## src/rtl/uart_rx.sv

```systemverilog
// UART receive deserialiser: synchronises the serial line, samples each bit mid-period
// and pushes completed 5-8 bit characters with parity/framing/overrun status pulses.
module uart_rx #(
  parameter int unsigned DIV_W = 16
) (
  input  logic             clk_i,
  input  logic             rst_i,
  input  logic             en_i,
  input  logic [DIV_W-1:0] div_i,
  input  logic [1:0]       data_bits_i,
  input  logic             parity_en_i,
  input  logic             parity_even_i,
  input  logic             rx_i,
  input  logic             fifo_full_i,
  output logic             push_o,
  output logic [7:0]       data_o,
  output logic             pe_o,
  output logic             fe_o,
  output logic             ovr_o,
  output logic             busy_o
);

  localparam int unsigned DATA_W  = 8;
  localparam int unsigned BIDX_W  = 3;
  localparam int unsigned MIN_DIV = 4;

  typedef enum logic [2:0] {
    IDLE,
    START,
    DATA,
    PARITY,
    STOP
  } state_t;

  state_t              state, state_nxt;
  logic                rx_m, rx_s, rx_p;
  logic [DIV_W-1:0]    cnt, cnt_nxt;
  logic [BIDX_W-1:0]   bidx, bidx_nxt;
  logic [DATA_W-1:0]   shift, shift_nxt;
  logic                par_err, par_err_nxt;
  logic [DATA_W-1:0]   data_nxt;
  logic                push_nxt, pe_nxt, fe_nxt, ovr_nxt, busy_nxt;

  logic [DIV_W-1:0]    half_m1;
  logic [DIV_W-1:0]    div_m1;
  logic [BIDX_W-1:0]   last_idx;
  logic                cfg_ok;

  // Bit-timing thresholds derived from the divisor and the frame format.
  always_comb begin
    half_m1  = (div_i >> 1) - DIV_W'(1);
    div_m1   = div_i - DIV_W'(1);
    last_idx = BIDX_W'(4) + BIDX_W'(data_bits_i);
    cfg_ok   = en_i && (div_i >= DIV_W'(MIN_DIV));
  end

  // Next-state and registered-output logic.
  always_comb begin
    state_nxt   = state;
    cnt_nxt     = cnt;
    bidx_nxt    = bidx;
    shift_nxt   = shift;
    par_err_nxt = par_err;
    data_nxt    = data_o;
    push_nxt    = 1'b0;
    pe_nxt      = 1'b0;
    fe_nxt      = 1'b0;
    ovr_nxt     = 1'b0;

    if (!cfg_ok) begin
      state_nxt = IDLE;
      cnt_nxt   = '0;
      bidx_nxt  = '0;
    end else begin
      case (state)
        IDLE: begin
          cnt_nxt = '0;
          // Start needs a genuine 1->0 edge, so a held break never retriggers.
          if (rx_p && !rx_s) begin
            state_nxt = START;
          end
        end

        START: begin
          if (cnt >= half_m1) begin
            if (rx_s) begin
              state_nxt = IDLE;
              cnt_nxt   = '0;
            end else begin
              state_nxt   = DATA;
              cnt_nxt     = '0;
              bidx_nxt    = '0;
              shift_nxt   = '0;
              par_err_nxt = 1'b0;
            end
          end else begin
            cnt_nxt = cnt + DIV_W'(1);
          end
        end

        DATA: begin
          if (cnt >= div_m1) begin
            cnt_nxt         = '0;
            shift_nxt[bidx] = rx_s;
            if (bidx >= last_idx) begin
              state_nxt = parity_en_i ? PARITY : STOP;
            end else begin
              bidx_nxt = bidx + BIDX_W'(1);
            end
          end else begin
            cnt_nxt = cnt + DIV_W'(1);
          end
        end

        PARITY: begin
          if (cnt >= div_m1) begin
            cnt_nxt     = '0;
            par_err_nxt = (^shift) ^ rx_s ^ ~parity_even_i;
            state_nxt   = STOP;
          end else begin
            cnt_nxt = cnt + DIV_W'(1);
          end
        end

        STOP: begin
          if (cnt >= div_m1) begin
            // Character is delivered even on errors; a full FIFO drops it.
            cnt_nxt   = '0;
            data_nxt  = shift;
            push_nxt  = !fifo_full_i;
            ovr_nxt   = fifo_full_i;
            pe_nxt    = parity_en_i && par_err;
            fe_nxt    = !rx_s;
            state_nxt = IDLE;
          end else begin
            cnt_nxt = cnt + DIV_W'(1);
          end
        end

        default: begin
          state_nxt = IDLE;
          cnt_nxt   = '0;
        end
      endcase
    end

    busy_nxt = (state_nxt != IDLE);
  end

  // State, synchroniser and output registers.
  always_ff @(posedge clk_i) begin
    if (rst_i) begin
      state   <= IDLE;
      rx_m    <= 1'b1;
      rx_s    <= 1'b1;
      rx_p    <= 1'b1;
      cnt     <= '0;
      bidx    <= '0;
      shift   <= '0;
      par_err <= 1'b0;
      data_o  <= '0;
      push_o  <= 1'b0;
      pe_o    <= 1'b0;
      fe_o    <= 1'b0;
      ovr_o   <= 1'b0;
      busy_o  <= 1'b0;
    end else begin
      state   <= state_nxt;
      rx_m    <= rx_i;
      rx_s    <= rx_m;
      rx_p    <= rx_s;
      cnt     <= cnt_nxt;
      bidx    <= bidx_nxt;
      shift   <= shift_nxt;
      par_err <= par_err_nxt;
      data_o  <= data_nxt;
      push_o  <= push_nxt;
      pe_o    <= pe_nxt;
      fe_o    <= fe_nxt;
      ovr_o   <= ovr_nxt;
      busy_o  <= busy_nxt;
    end
  end

endmodule

```

## config.mk

```make
export PLATFORM = sky130hd
export DESIGN_NAME = uart_rx
export DESIGN_NICKNAME = d
export VERILOG_FILES = /design/src/rtl/uart_rx.sv
export SDC_FILE = /design/constraint.sdc
export NUM_CORES = 1
export LEC_CHECK = 0
export CAP_MARGIN = 20
export CORE_UTILIZATION = 62
export DETAILED_ROUTE_END_ITERATION = 7
export GPL_TIMING_DRIVEN = 0
export PLACE_DENSITY = 0.95
export SLEW_MARGIN = 40
export SYNTH_ARGS = -nofsm -noshare
export SYNTH_HDL_FRONTEND = slang
export SYNTH_SLANG_ARGS = --single-unit
```

## constraint.sdc

```tcl
create_clock -name clk_i -period 13 [get_ports clk_i]
set_clock_uncertainty 0.05 [all_clocks]
set_input_delay 3.9 -clock clk_i [delete_from_list [all_inputs] [get_ports clk_i]]
set_output_delay 3.9 -clock clk_i [all_outputs]
set_load 0.005 [all_outputs]
```

==> summary.txt <==
Status
  • Status: complete, but fails checks
  • Failing checks: DRC

Setup path
  • CP max stage delay: 0.59 ns
  • CP cell instances: clkdlybuf4s50_1 -> nor4_2 -> and2_1 -> nand2_1 -> or2_2 -> ha_1 -> nand4_1 -> nor3_1 -> o311ai_1 -> a31oi_1 -> o21a_1 -> clkbuf_1 -> nor3_1
  • CP Capture Type: register
  • Crit-path slowest cell: nor4_2
  • Critical path class: primary input to register
  • Crit start category: primary input
  • CP startpoint: div_i[5]
  • R2R setup slack: just over 10 ns
  • R2r startpoint: cnt[0]
  • Worst-path fanout max: 10
  • Critical Path AT: a little under 8 ns
  • Critical Path RT: roughly 13 ns
  • Most frequent cell on the critical path: nor3_1

Synth
  • Yosys cell types: a little over 50
  • Post-synth top cells: dfxtp_1, ha_1, nor2_1, xnor2_1
  • Synth Flop Type: dfxtp_1
  • Post-synthesis simple-gate area fraction: between 20% and 30%
  • Ys async rst share: 0%
  • Synth warnings: 0
  • Multiplexer share of the synthesized area: between 2 and 3%
  • Most common cell in the netlist: dfxtp_1
  • Post-synthesis net count: ~500
  • Synth Instances: roughly 430
  • XOR/XNOR share of the synthesized area: about an eighth
  • Synth top area cells: dfxtp_1, ha_1, xnor2_1
  • Adder-Cell Fraction of Synth Area: a little over an eighth
  • Post-synth EDFFs: 0
  • Main combinational cell family by area after synthesis: simple AND/OR/NAND/NOR gates
  • Largest area contributor in the netlist: dfxtp_1
  • #FFs+latches synth: 47
  • Synth Cell Area: 0.00351 mm^2
  • Post-Syn Area per Cell: between 8 and 9 um^2
  • Post-synthesis compound-gate area fraction: between 10% and 20%
  • Seq/Total Area, Yosys: around 27%
  • Area fraction of the dominant cell type after synthesis: around 27%

Flow run
  • Maxcap violations: 0

Clock tree
  • Worst-case clock buffer depth: 2
  • Clock root buffer: clkbuf_8
  • Total CTS buffers: 5
  • Skew-Pair Late Insertion Delay: approximately 0.31 ns
  • CTS tree: built
  • Cts repair resizes: 0
  • Reg clk slew, reported paths: about 0.09 ns
  • Post-CTS Hold Buffers: 0
  • Setup bufs post-CTS: 0
  • CTS Sinks: 47
  • H-tree levels: 2

Cells and area
  • Reg area: 941 um^2
  • Share of layout cells above drive strength 1: ~6.6%
  • # fillers: between 400 and 500
  • Area delta synth->final: 15.9%
  • Ant diodes: 0
  • Post-route cell area: just over 0.004 mm^2
  • Nets: ~530
  • Area of the multi-input gates: between 0.002 and 0.0025 mm^2

Drt
  • Detailed-route DRC error count: 2
  • Post-DRT Antenna Nets: 0
  • Drt total wl: 8.83 mm
  • Per-cell routed wire length: between 15 and 20 um
  • Via count: between 3000 and 4000
  • Initial detailed-routing violation count: between 200 and 250
  • Vias per cell: just over 6
  • First-pass iteration count of the detailed router: 7

Timing
  • Final Hold Slack: between 0.3 and 0.4 ns
  • Setup TNS: 0 ns
  • RSZ-0062 raised after global routing: no
  • Fmax achieved: 0.128 GHz
  • Fin. Hold Viols: 0
  • Final count of pins violating max slew: 0
  • Worst-Margin Slew: about 0.7 ns
  • Final setup fails: 0
  • Slew HR: between 50 and 60%
  • Final setup margin: roughly 5.2 ns
  • Minimum clock period: just under 8 ns
  • Part of the cycle the worst path needs: between 50% and 60%

Die
  • Chip Height: roughly 77 um
  • Core ar.: 0.00547 mm^2
  • Ports: 38
  • Initial core utilization: 64.1%
  • Die Footprint: approximately 0.0060 mm^2
  • Die Wd: between 70 and 80 um
  • Rows: 27

Power
  • Pleak: 1.49 nW
  • VDD IR max: just under 0.00005 V
  • Power Density: about 77 mW/mm^2
  • Final Power: between 300 and 400 uW

Worst hold path
  • Hold crit path type: register to register
  • Hold Crit Start: rx_m

Global routing
  • Vias in the first global route: 3440
  • First-pass GRT wire length: roughly 15 mm
  • Initial antenna violation count: 0
  • Grt total ovfl: 0
  • GRT Total Usage: 31.3%
  • Largest net degree at the start of global routing: 17

Place
  • RePlAce Congestion: about 0.97
  • Post-place instance area: about 0.0039 mm^2
  • DP Worst Slack: 4.78 ns
  • IO buf count: 32
  • HPWL after DPL: between 6 and 7 mm
[placed cells by master (no fill, tap or decap), drive strengths merged, types with 2 or more instances in the layout]
cell type | netlist | routed
a31o | 8 | 8
o211ai | 3 | 3
o31a | 2 | 2
nand2b | 7 | 7
nand2 | 29 | 29
a21o | 2 | 2
nor3b | 2 | 2
and3 | 10 | 10
clkbuf | 13 | 18
or3 | 3 | 3
nand3 | 19 | 19
dfxtp | 47 | 47
buf | 6 | 6
mux2i | 9 | 9
nor3 | 29 | 29
and2 | 4 | 4
a21oi | 22 | 22
nor4 | 6 | 6
xor2 | 17 | 17
nor2b | 6 | 6
o21ai | 12 | 12
a31oi | 10 | 10
clkdlybuf4s50 | 0 | 32
ha | 38 | 38
inv | 19 | 20
nor2 | 32 | 32
a211oi | 9 | 9
xnor2 | 32 | 32
nand4 | 10 | 10
bufinv | 0 | 2
or2 | 7 | 7
[flip-flops by register name, indices dropped and copies added (netlist names), 3 cells and up]
signal and flops:
state 3, shift 8, data_o 8, bidx 3
cnt 16
[worst max-delay path: cells and delay by family]
kind                       cells  cell delay, ns
AOI/OAI and AO/OA              3            0.78
adders and majority gates      1            0.31
buffers and inverters          2            0.93
and+or+nand+nor                7            1.97
[report_power, final]
group,total (mW),internal [mW],switching [mW]
sequential,0.145,0.144,0.000492
clock,0.132,0.0781,0.0544
combinational,0.0349,0.0164,0.0185
[worst paths after layout]
| kind | to | depth (start not counted) |
|---|---|---|
| max | cnt[11] | 13 |
| min | rx_s | 1 |
| max reg2reg | busy_o | 8 |
| min reg2reg | rx_s | 1 |
[metrics by stage]
step                      utilization [%]  instances
after floorplan                         -        429
after CTS                            74.2        541
after global routing                 74.3        541
after global placement               71.6        533
after detailed placement             71.6        533
final                                74.3        541
[cell type report]
| type | count | share of cell area, % |
|---|---|---|
| tap | 72 | 2.22 |
| clock buffer | 5 | 1.69 |
| multi-input combinational | 344 | 59.4 |
| timing repair buffer | 32 | 7.88 |
| buffer | 19 | 2.15 |
| sequential | 47 | 23.1 |
| clock inverter | 3 | 1.75 |
| inverter | 19 | 1.75 |
[routing by layer]
layer | GRT usage, % | vias to the layer above | wire length (um)
met5 | 0 | - | 0
li1 | - | 1623 | -
met2 | 57.3 | 121 | 4530
met3 | 6.90 | 35 | 445
met1 | 34.5 | 1576 | 3590
met4 | 12.8 | 0 | 265
[logic make-up (layout without fill, tap and decap cells)]
kind of cell / Yosys count / in the layout
AND/OR/NAND/NOR: 169 / 169
adder cells (fa/ha/maj): 38 / 38
XOR/XNOR: 49 / 49
buffers and inverters: 38 / 78
flip-flops: 47 / 47
AO/OA/AOI/OAI: 78 / 78
multiplexers: 10 / 10
No activity file was read; power rests on OpenSTA's default activity.
